===== config.mk =====
export PLATFORM = sky130hd
export DESIGN_NAME = vga_rx_decoder
export DESIGN_NICKNAME = d
export VERILOG_FILES = /design/src/rtl/vga_rx_decoder.sv
export SDC_FILE = /design/constraint.sdc
export NUM_CORES = 1
export LEC_CHECK = 0
export ABC_AREA = 1
export CAP_MARGIN = 15
export CELL_PAD_IN_SITES_DETAIL_PLACEMENT = 1
export CELL_PAD_IN_SITES_GLOBAL_PLACEMENT = 1
export CORE_ASPECT_RATIO = 1.4
export CORE_UTILIZATION = 49
export CTS_CLUSTER_DIAMETER = 100
export CTS_CLUSTER_SIZE = 14
export DETAILED_ROUTE_END_ITERATION = 16
export DONT_BUFFER_PORTS = 1
export GPL_TIMING_DRIVEN = 0
export PLACE_DENSITY = 0.86
export SLEW_MARGIN = 20
export SYNTH_ARGS = -nofsm -noshare
export SYNTH_HDL_FRONTEND = slang
export SYNTH_SLANG_ARGS = --single-unit
export TNS_END_PERCENT = 10

===== constraint.sdc =====
create_clock -name i_clk -period 5.18 [get_ports i_clk]
set_input_delay 1.554 -clock i_clk [delete_from_list [all_inputs] [get_ports i_clk]]
set_output_delay 1.554 -clock i_clk [all_outputs]
set_load 0.03 [all_outputs]

===== src/rtl/vga_rx_decoder.sv =====
// VGA link receiver: samples sync/RGB on pixel strobes, recovers coordinates, checks timing, emits pixel stream.
// Optional per-frame RGB checksum is built when VGA_RX_SUM_EN is defined.
module vga_rx_decoder #(
  parameter int unsigned H_ACTIVE = 640,
  parameter int unsigned H_FP     = 16,
  parameter int unsigned H_SYNC   = 96,
  parameter int unsigned H_BP     = 48,
  parameter int unsigned V_ACTIVE = 480,
  parameter int unsigned V_FP     = 10,
  parameter int unsigned V_SYNC   = 2,
  parameter int unsigned V_BP     = 33,
  parameter bit          SYNC_POL = 1'b0
) (
  input  logic        i_clk,
  input  logic        i_rst_n,
  input  logic        i_pix_en,
  input  logic        i_hsync,
  input  logic        i_vsync,
  input  logic [11:0] i_rgb,
  output logic        o_pix_valid,
  output logic [9:0]  o_pix_x,
  output logic [9:0]  o_pix_y,
  output logic [11:0] o_pix_rgb,
  output logic        o_sof,
  output logic        o_eol,
  output logic        o_locked,
  output logic        o_err,
  output logic [10:0] o_h_total,
  output logic [9:0]  o_v_total,
  output logic [15:0] o_frame_sum,
  output logic        o_frame_done
);

  localparam int unsigned HW      = 11;
  localparam int unsigned VW      = 10;
  localparam int unsigned XW      = 10;
  localparam int unsigned YW      = 10;
  localparam int unsigned H_TOTAL = H_ACTIVE + H_FP + H_SYNC + H_BP;
  localparam int unsigned V_TOTAL = V_ACTIVE + V_FP + V_SYNC + V_BP;
  localparam int unsigned H_START = H_SYNC + H_BP;
  localparam int unsigned H_END   = H_START + H_ACTIVE;
  localparam int unsigned V_START = V_SYNC + V_BP;
  localparam int unsigned V_END   = V_START + V_ACTIVE;
  localparam logic [HW-1:0] H_MAX = {HW{1'b1}};
  localparam logic [VW-1:0] V_MAX = {VW{1'b1}};

  typedef enum logic [1:0] {SEARCH = 2'd0, MEASURE = 2'd1, LOCKED = 2'd2} state_t;

  state_t        state, state_nxt;
  logic          s_hs, s_vs, s_hs_d, s_vs_d;
  logic [11:0]   s_rgb;
  logic [HW-1:0] h_pos, h_cur, h_len;
  logic [VW-1:0] v_pos, v_cur, v_len;
  logic          vpend;
  logic          hedge, vedge, restart, h_bad, v_bad, h_sat, viol, active, pix_ok;
  logic [XW-1:0] x_cur;
  logic [YW-1:0] y_cur;

  // Position of the sample held in s_*, timing checks and lock FSM next state
  always_comb begin
    hedge     = (s_hs == SYNC_POL) && (s_hs_d != SYNC_POL);
    vedge     = (s_vs == SYNC_POL) && (s_vs_d != SYNC_POL);
    h_len     = h_pos + HW'(1);
    v_len     = v_pos + VW'(1);
    restart   = hedge && (vpend || vedge);
    h_cur     = (h_pos == H_MAX) ? H_MAX : h_len;
    v_cur     = v_pos;
    state_nxt = state;
    if (hedge) begin
      h_cur = '0;
      if (restart)             v_cur = '0;
      else if (v_pos != V_MAX) v_cur = v_len;
    end
    h_bad  = hedge && (h_len != HW'(H_TOTAL));
    v_bad  = restart && (v_len != VW'(V_TOTAL));
    h_sat  = !hedge && (h_pos == H_MAX - HW'(1));
    viol   = h_bad || v_bad || h_sat;
    active = (h_cur >= HW'(H_START)) && (h_cur < HW'(H_END)) &&
             (v_cur >= VW'(V_START)) && (v_cur < VW'(V_END));
    x_cur  = XW'(h_cur - HW'(H_START));
    y_cur  = YW'(v_cur - VW'(V_START));
    case (state)
      SEARCH:  if (vedge) state_nxt = MEASURE;
      MEASURE: if (restart && !h_bad && !v_bad) state_nxt = LOCKED;
      LOCKED:  if (viol) state_nxt = MEASURE;
      default: state_nxt = SEARCH;
    endcase
    pix_ok = (state == LOCKED) && !viol && active;
  end

  // Sync sampling, counters, FSM state and registered outputs
  always_ff @(posedge i_clk) begin
    if (!i_rst_n) begin
      state       <= SEARCH;
      s_hs        <= ~SYNC_POL;
      s_vs        <= ~SYNC_POL;
      s_hs_d      <= ~SYNC_POL;
      s_vs_d      <= ~SYNC_POL;
      s_rgb       <= '0;
      h_pos       <= '0;
      v_pos       <= '0;
      vpend       <= 1'b0;
      o_pix_valid <= 1'b0;
      o_pix_x     <= '0;
      o_pix_y     <= '0;
      o_pix_rgb   <= '0;
      o_sof       <= 1'b0;
      o_eol       <= 1'b0;
      o_locked    <= 1'b0;
      o_err       <= 1'b0;
      o_h_total   <= '0;
      o_v_total   <= '0;
    end else begin
      o_pix_valid <= 1'b0;
      o_sof       <= 1'b0;
      o_eol       <= 1'b0;
      o_err       <= 1'b0;
      if (i_pix_en) begin
        s_hs   <= i_hsync;
        s_vs   <= i_vsync;
        s_rgb  <= i_rgb;
        s_hs_d <= s_hs;
        s_vs_d <= s_vs;
        state  <= state_nxt;
        h_pos  <= h_cur;
        v_pos  <= v_cur;
        if (hedge)      vpend <= 1'b0;
        else if (vedge) vpend <= 1'b1;
        if (hedge)   o_h_total <= h_len;
        if (restart) o_v_total <= v_len;
        o_locked    <= (state_nxt == LOCKED);
        o_err       <= (state == LOCKED) && viol;
        o_pix_valid <= pix_ok;
        o_sof       <= pix_ok && (x_cur == '0) && (y_cur == '0);
        o_eol       <= pix_ok && (x_cur == XW'(H_ACTIVE - 1));
        if (pix_ok) begin
          o_pix_x   <= x_cur;
          o_pix_y   <= y_cur;
          o_pix_rgb <= s_rgb;
        end
      end
    end
  end

`ifdef VGA_RX_SUM_EN
  logic [15:0] acc, acc_nxt;
  logic        last_pix;

  always_comb begin
    acc_nxt  = (o_sof ? 16'd0 : acc) + 16'(o_pix_rgb);
    last_pix = o_pix_valid && o_eol && (o_pix_y == YW'(V_ACTIVE - 1));
  end

  // Frame checksum accumulates on each emitted pixel; latched after the last one
  always_ff @(posedge i_clk) begin
    if (!i_rst_n) begin
      acc          <= '0;
      o_frame_sum  <= '0;
      o_frame_done <= 1'b0;
    end else begin
      o_frame_done <= 1'b0;
      if (o_pix_valid) begin
        acc <= acc_nxt;
        if (last_pix) begin
          o_frame_sum  <= acc_nxt;
          o_frame_done <= 1'b1;
        end
      end
    end
  end
`else
  assign o_frame_sum  = '0;
  assign o_frame_done = 1'b0;
`endif

endmodule


=== Word-level counts from Yosys, hierarchy flattened ===
Index checks and enable logic that the tools add are counted.

* Register bits after elaboration: 98
* Input port bits: 17

* Add/subtract/negate cells: 4
* $lt $le $gt $ge: 4
* Eq/ne operators: 9
* Multiplexer cells: 11
* Bitwise logic cells: 2
* Reductions and logical operators: 33

{| class="wikitable"
|+ Operators by type and width
! cell !! count
|-
| $mux 10 || 3
|-
| $eq 11x11->1 const B || 2
|-
| $mux 11 || 2
|-
| $logic_not 10->1 || 2
|-
| $ne 10x10->1 const B || 2
|-
| $logic_and 1x1->1 || 17
|-
| $add 11x1->11 const B || 1
|-
| $ge 11x8->1 const B || 1
|-
| $lt 11x10->1 const B || 1
|-
| $ne 11x10->1 const B || 1
|-
| $add 10x1->10 const B || 1
|-
| $eq 10x10->1 const B || 1
|-
| $ge 10x6->1 const B || 1
|-
| $lt 10x10->1 const B || 1
|-
| $reduce_and 2->1 || 5
|-
| $sub 10x6->10 const B || 1
|-
| $sub 10x8->10 const B || 1
|-
| $mux 2 || 3
|-
| $pmux 2 s3 || 1
|-
| $eq 2x2->1 const B || 2
|-
| $logic_not 1->1 || 4
|-
| $logic_or 1x1->1 || 3
|-
| $eq 2x1->1 const B || 1
|-
| $logic_not 2->1 || 1
|-
| 3 further kinds || 5
|}

=== Logic depth before layout (Yosys ltp) ===
* Depth after elaboration: 12
* Depth in mapped cells: 20

=== Worst setup path before layout ===
No wires, ideal clock.

* Path type: input to register
* Start: input port i_pix_en
* End: register o_v_total[6]
* Library setup time: 70 ps
* Arrival time: 2751 ps
* Data required time: 5110 ps
* Path slack: 2359 ps
* Stages: 6
* Path buffers: 2
* Cell sequence: clkbuf_1 nand2_1 nor2_1 clkbuf_1 o21ai_0 a21oi_1

* Longest elaborated chain between the ends: 1

{| class="wikitable"
|+ RTL lines
! element !! line !! source
|-
| start, declared || 16 || <nowiki>input logic i_pix_en,</nowiki>
|-
| $reduce_and 2->1 (no line) || -- ||
|-
| end signal, assigned || 130 || <nowiki>if (restart) o_v_total <= v_len;</nowiki>
|-
| end, declared || 29 || <nowiki>output logic [9:0] o_v_total,</nowiki>
|}

No other way between the ends.
A chain may end at the register's enable or synchronous reset.

=== Final worst setup path ===
* Start: input port i_pix_en
* End: register o_v_total[9]

The elaborated chain is that of the path after synthesis.

==> reports/qor.txt <==
Port Buffers -> 0
r2r endpoint -> o_pix_x[9]$_SDFFE_PN0P_
RR Startpoint -> h_pos[1]$_SDFFE_PN0P_
Starting Density -> 50.6%
top_reg_cell synth -> dfxtp_1
DP Wirelength -> 13200 um
Nets -> 860
HP Class -> reg2reg
first-pass GRT wire length -> 26500 um
die area -> 0.0117 mm^2
hold buffers post-CTS -> 0
Rel. slew slack -> 60.1%
Worst IR Drop VDD -> 0.173 mV
fmax -> 325 MHz
crit-path max FO -> 10
first-pass iteration count of the detailed router -> 4
hold depth -> 2
CP required -> 5.47 ns
Post-DRT Antenna Nets -> 0
RSZ-0062 raised after global routing -> no
Finished Layout Cells -> 980
multi-input logic area -> 0.00288 mm^2
Worst-path clk slew -> 0.08 ns
Worst Path Arrival -> 3.36 ns
Area contributors post-synth -> dfxtp_1, nand2_1, nand3_1, inv_1, nor2_1
Remaining Overflow, GRT -> 0
Post-synth top cells -> nand2_1, dfxtp_1, inv_1
FP Rows -> 45
top-count cell post-synth -> nand2_1
TritonCTS clock tree -> done
largest area contributor in the netlist -> dfxtp_1
endpoints failing setup -> 0
Sequential Power Share -> 46.1%
Final Util -> 55.4%
Worst Path Class, Setup -> in2reg
Int Power -> 1.19 mW
share of cells above drive strength 1 -> 15.5%
Clk pwr share -> 38.3%
routed wire length -> 16500 um
pin count of the biggest net entering global routing -> 19
Seq/Total Area, Yosys -> 35.7%
placed cell count -> 964
Sw Pwr -> 0.547 mW
Sink Count -> 98
Cell variety after synth -> 38
n_diodes -> 0
DR DRC count -> 0
Switching Fraction -> 31.5%
drt first-iter violations -> 128
Num CTS Buffers -> 9
num ports -> 92
Max Cap Viol -> 0
Worst Max-Slew Pin Slew -> 0.599 ns
clk_lat worst skew -> 0.36 ns
via count -> 5268
Cell Pwr Density -> 288 mW/mm^2
synth warn -> 0
Syn Inst Count -> 807
CTS root buf -> clkbuf_16
routability cong. -> 0.897
syn_area_per_cell -> 6.82 um^2
DR vias/cell -> 5.38
fin area -> 0.00602 mm^2
post_cts resized -> 0
Die Wd -> 91.6 um
Avg WL per Cell -> 16.9 um
H-tree depth -> 3
vias in the first global route -> 5505
post-layout min period -> 3.07 ns
area of placed instances -> 0.00574 mm^2
Final Cycle Share -> 59.3%
clock skew -> 0.00751 ns
number of fillers in the final layout -> 1508
R2R cell count -> 18
FF-to-FF setup slack -> 2.14 ns
Max clock buf depth -> 2
Final Slew Violations -> 0
core area -> 0.0109 mm^2
synthesized area -> 0.00550 mm^2
Setup TNS -> 0 ns
top-area cell type share of the netlist area -> 35.7%
Synth async-reset ratio -> 0%
Post-CTS Setup Inserts -> 0
initial antenna violation count -> 0
power share of the combinational group -> 15.7%
number of synthesized register bits -> 98
HP Start -> s_rgb[7]$_SDFFE_PN0P_
Sequential cell area -> 0.00196 mm^2
Synth-to-Final Area Change -> 9.48%
endpoints failing hold -> 0
Tot GR Track Use -> 29.1%
Post-synth EDFFs -> 0
startpoint types -> input pin
die height -> 127 um
CP Capture Type -> register
Pleak -> 2.82 nW
outcome -> finished clean
Worst Hold Endpoint -> s_rgb[7]$_SDFFE_PN0P_
-- metal layers --
| layer | part of all wire [%] | track usage (%) | routed length [um] | vias to the layer above |
|---|---|---|---|---|
| li1 | - | - | - | 2579 |
| met1 | 37 | 28.9 | 6180 | 2538 |
| met2 | 55 | 56.3 | 9060 | 105 |
| met3 | 3.5 | 4.46 | 585 | 46 |
| met4 | 4.2 | 16.9 | 697 | 0 |
| met5 | 0 | 0 | 0 | - |
-- placed cells by master, fill, tap and decap left out, types with 3 or more instances in the layout --
master	netlist	layout
ha_1	9	9
nand3_1	72	72
nor2_1	79	79
inv_1	90	90
clkbuf_1	15	16
and3_1	3	3
nand2_4	4	4
a21oi_1	43	43
nor2_4	7	7
clkbuf_16	0	9
buf_2	5	5
nand3_4	3	3
nor2_2	44	44
nand3b_1	7	7
o21ai_0	52	52
o22ai_1	4	4
nand2_2	12	12
inv_6	1	3
o21ai_2	4	4
buf_4	18	18
clkbuf_8	4	4
conb_1	1	17
nand2_1	198	198
nand4_1	12	12
buf_6	4	4
dfxtp_1	98	98
-- flip-flops by register name, summed over array words and instances (netlist names) --
name         count
o_err            1
o_sof            1
o_pix_x         10
s_hs             1
s_hs_d           1
o_pix_valid      1
o_pix_rgb       12
v_pos           10
s_vs             1
vpend            1
o_h_total       11
s_rgb           12
o_eol            1
state            2
o_v_total       10
o_pix_y         10
s_vs_d           1
o_locked         1
h_pos           11
-- worst max-delay path: stages --
cell and delay [ns]:
clkbuf_1 0.29, nand2_1 0.32, nor2_1 0.51, clkbuf_1 0.39, o21ai_0 0.14, a21oi_1 0.14
-- power by group through the flow --
stage               clock, mW  combinational (mW)  sequential (mW)
detailed placement          0               0.269            0.818
floorplan                   0               0.203            0.812
finish                  0.665               0.272            0.801
global route            0.703               0.301            0.803
CTS                     0.668               0.271            0.800
global placement            0               0.258            0.816
-- cells by family (layout without fill, tap and decap cells) --
kind of cell / Yosys count / count (layout) / synth area share (%)
adder cells (fa/ha/maj): 9 / 9 / 2.05
AO/OA/AOI/OAI: 108 / 108 / 10.3
XOR/XNOR: 2 / 2 / 0.318
AND/OR/NAND/NOR: 445 / 445 / 38.5
other: 1 / 17 / 0.0682
flip-flops: 98 / 98 / 35.7
buffers and inverters: 144 / 160 / 13.2
-- layout make-up --
| class | count | share of cell area [%] |
|---|---|---|
| Tap cell | 141 | 2.93 |
| Clock inverter | 6 | 0.935 |
| Clock buffer | 10 | 3.80 |
| Buffer | 49 | 5.98 |
| Inverter | 95 | 6.04 |
| Multi-Input combinational cell | 581 | 47.7 |
| Sequential cell | 98 | 32.6 |
-- worst max-delay path by stage --
stage | slack, ns | end | cells past startpoint | start
after global routing | 1.89 | o_v_total[9]$_SDFFE_PN0P_ | 6 | i_pix_en
final | 2.11 | o_v_total[9]$_SDFFE_PN0P_ | 6 | i_pix_en
after floorplan | 2.36 | o_v_total[6]$_SDFFE_PN0P_ | 6 | i_pix_en
after detailed placement | 1.77 | o_v_total[9]$_SDFFE_PN0P_ | 6 | i_pix_en
after global placement | 1.85 | o_v_total[9]$_SDFFE_PN0P_ | 6 | i_pix_en
after CTS | 2.13 | o_v_total[9]$_SDFFE_PN0P_ | 6 | i_pix_en
-- per-stage QoR --
stage / setup slack (ns) / hold WS [ns] / power (mW)
6_report: 2.11 / 0.462 / 1.74
5_1_grt: 1.89 / 0.486 / 1.81
4_1_cts: 2.13 / 0.463 / 1.74
3_5_place_dp: 1.77 / 0.452 / 1.09
3_3_place_gp: 1.85 / 0.433 / 1.07
2_1_floorplan: 2.36 / 0.426 / 1.02
No activity file was read; power rests on OpenSTA's default activity.
==> variant 1, RTL diff (config.mk and constraints unchanged) <==
`SYNC_POL`: 1'b0 -> 1'b1.
--- a/src/rtl/vga_rx_decoder.sv
+++ b/src/rtl/vga_rx_decoder.sv
@@ -11,3 +11,3 @@
   parameter int unsigned V_BP     = 33,
-  parameter bit          SYNC_POL = 1'b0
+  parameter bit          SYNC_POL = 1'b1
 ) (
Check against the original RTL: not equivalent (a bounded check fails within 4 cycles, from zero or initial values and one cycle with i_rst_n low).
==> variant 1 against the original RTL <==
- hold slack lost 6.9 ps
- sequential cell count is the same
- critical endpoint is now o_pix_rgb[3]
- utilization grew 0.15 points
- cell count shrank 0.20%
- design area shrank 3.5%
- synthesized area shrank 3.6%
- die area shrank 3.5%
- register-to-register slack lost 120 ps
- largest cell class unchanged
- power shrank 1.7%
- setup slack lost 88 ps
- critical path depth grew 12
- clock skew is essentially flat
- routed wire length shrank 4.9%
- combinational power shrank 3%
==> variant 1: results (changes against the original RTL) <==
nets: 861  # +0.12%
leakagePower_nw: 2.775  # -1.5%
grt_util_met2_pct: 54.80  # -1.6 points
inv_count: 108  # +14%
comb_power_share_pct: 15.5  # -0.2 points
dieArea_um2: 11250  # -3.5%
pre_cts_slack_ps: 1946  # +179.0 ps
yosysSeqAreaShare_pct: 37.00  # +1.3 points
grt_max_degree: 18  # -1
drtPass1Iterations: 5  # +1
wl_met1_um: 6490  # +5.1%
setup.worst_path.start: "h_pos[1]"
grt_pass1_vias: 5497  # -0.15%
hold_end: "vpend"
clkPwrFrac_pct: 37.5  # -0.8 points
signal_buffers: 50  # +2.0%
drt-initial-drc-count: 198  # +55%
grt_use_total_pct: 29.22  # +0.12 points
fin_cells: 978  # -0.20%
synth.distinct_cells: 33  # -13%
cp_slowest_cell: "dfxtp_1"
status: "finished, final reports clean"
reg2reg_to: "o_pix_rgb[3]"
grt_pass1_wl_um: 26290  # -0.73%
wire_per_inst_um: 16.07  # -4.7%
==> variant 1: cell types whose count changed after synthesis, moves of 4 or more <==
cell | unedited run | this run
nor2_1 | 79 | 98
nor2_2 | 44 | 25
inv_1 | 90 | 102
nand3_1 | 72 | 61
o22ai_1 | 4 | 14
o21ai_0 | 52 | 45
nand2_1 | 198 | 204
nand2_2 | 12 | 7
clkbuf_8 | 4 | 0
==> variant 1: cells by family (layout without fill, tap and decap cells) <==
family / after synthesis / in the layout / share of synthesized area (%)
flip-flops: 98 / 98 / 37.00
buffers and inverters: 158 / 174 / 13.26
AND/OR/NAND/NOR: 427 / 427 / 36.05
XOR/XNOR: 2 / 2 / 0.3304
adder cells (fa/ha/maj): 9 / 9 / 2.124
other: 1 / 17 / 0.07072
AO/OA/AOI/OAI: 113 / 113 / 11.16
==> variant 1: critical path, delay by kind of cell, from the launching register on <==
kind | cells | cell delay, ps
simple gates | 14 | 1730
fa+ha+maj | 2 | 460
buf+inv | 2 | 430
flops | 1 | 420
==> variant 2, RTL diff (same settings) <==
Made on the original files. Register the inputs `i_pix_en`, `i_hsync`, `i_vsync` and `i_rgb` before use, with the module's reset. The logic sees them one clock later.
--- a/src/rtl/vga_rx_decoder.sv
+++ b/src/rtl/vga_rx_decoder.sv
@@ -47,2 +47,21 @@
   typedef enum logic [1:0] {SEARCH = 2'd0, MEASURE = 2'd1, LOCKED = 2'd2} state_t;
+
+  logic i_pix_en_q;
+  logic i_hsync_q;
+  logic i_vsync_q;
+  logic [11:0] i_rgb_q;
+
+  always_ff @(posedge i_clk) begin
+    if (!i_rst_n) begin
+      i_pix_en_q <= '0;
+      i_hsync_q  <= '0;
+      i_vsync_q  <= '0;
+      i_rgb_q    <= '0;
+    end else begin
+      i_pix_en_q <= i_pix_en;
+      i_hsync_q  <= i_hsync;
+      i_vsync_q  <= i_vsync;
+      i_rgb_q    <= i_rgb;
+    end
+  end
 
@@ -117,6 +136,6 @@
       o_err       <= 1'b0;
-      if (i_pix_en) begin
-        s_hs   <= i_hsync;
-        s_vs   <= i_vsync;
-        s_rgb  <= i_rgb;
+      if (i_pix_en_q) begin
+        s_hs   <= i_hsync_q;
+        s_vs   <= i_vsync_q;
+        s_rgb  <= i_rgb_q;
         s_hs_d <= s_hs;
Formal check against the unedited RTL: not equivalent (a bounded check fails within 4 cycles, from zero or initial values and one cycle with i_rst_n low).
==> variant 2 against the original RTL <==
- clock power grew 88%
- synthesized cell count grew 4.2%
- routed wire length grew 9.7%
- design area grew 10%
- sequential cell count grew 15
- synthesized area grew 5.0%
- critical path depth grew 12
- setup slack lost 240 ps
- count of clock-buffer cells in the layout grew 10
- sequential power grew 14%
- combinational power shrank 14%
- power grew 38%
- clock skew grew 3.7 ps
- largest cell class unchanged
- highest routed layer unchanged
==> variant 2: results (changes against the original RTL) <==
nets: 902  # +4.9%
yosysSeqAreaShare_pct: 39.14  # +3.5 points
gp_routability_congestion: 0.9193  # +2.5%
synth.distinct_cells: 40  # +5.3%
pre_cts_slack_ps: 1854  # +87.58 ps
grt_pass1_vias: 5952  # +8.1%
drive_gt1_share_pct: 13.84  # -1.7 points
clk_share_pct: 9.346  # +4.6 points
vias_per_cell: 5.345  # -0.57%
yosys-top-cells-count: "202 x nand2_1, 116 x inv_1, 113 x dfxtp_1"
clk_latency_ps: 430  # +70 ps
setup.worst_path.start: "v_pos[0]"
status: "finished, final reports clean"
regArea_um2: 2262  # +15%
hold_end: "s_hs"
crit_path_end: "o_pix_y[0]"
cts.htree.levels: 4  # +1
cts-buffers-inserted: 17  # +8
holdWs_ps: 448.3  # -13.44 ps
multiInputGateArea_um2: 2808  # -2.4%
inv_count: 124  # +31%
grt_pass1_wl_um: 29080  # +9.8%
n_fill_cell: 1522  # +0.93%
period_minus_slack_ps: 3314  # +240.2 ps
clock_sinks: 113  # +15%
fin_skew_ps: 11.22  # +3.708 ps
grt_max_degree: 17  # -2
vdd_ir_drop_max_v: 0.0002532  # +46%
grt_use_total_pct: 31.40  # +2.3 points
synth.area.top_cells: "dfxtp_1 39%, nand2_1 13%, inv_1 7.5%"
synthCells: 841  # +4.2%
buf_share_pct: 4.579  # -1.4 points
signal_buffers: 51  # +4.1%
==> variant 2: cell families (layout without fill, tap and decap cells) <==
group / after synthesis / after routing / synth area share (%)
XOR/XNOR: 2 / 2 / 0.3032
AND/OR/NAND/NOR: 436 / 436 / 35.29
AO/OA/AOI/OAI: 105 / 105 / 9.937
other: 1 / 17 / 0.06489
flip-flops: 113 / 113 / 39.14
buffers and inverters: 175 / 207 / 13.31
adder cells (fa/ha/maj): 9 / 9 / 1.949
==> variant 2: layer usage <==
metal	wire length [um]	part of all wire, %	GRT usage (%)	up-vias
met5	0	0	0	-
met1	6499	36	30.05	2652
met2	10080	56	60.50	149
met3	722	4.0	7.234	69
met4	824	4.5	18.10	0
li1	-	-	-	2651
==> variant 2: report_power, final <==
group | switching [W] | total (W) | leakage (nW) | internal (W)
logic | 0.000171 | 0.000235 | 2.08 | 0.0000647
clock network | 0.000444 | 0.00125 | 0.295 | 0.000807
registers | 0.0000226 | 0.000916 | 0.920 | 0.000893
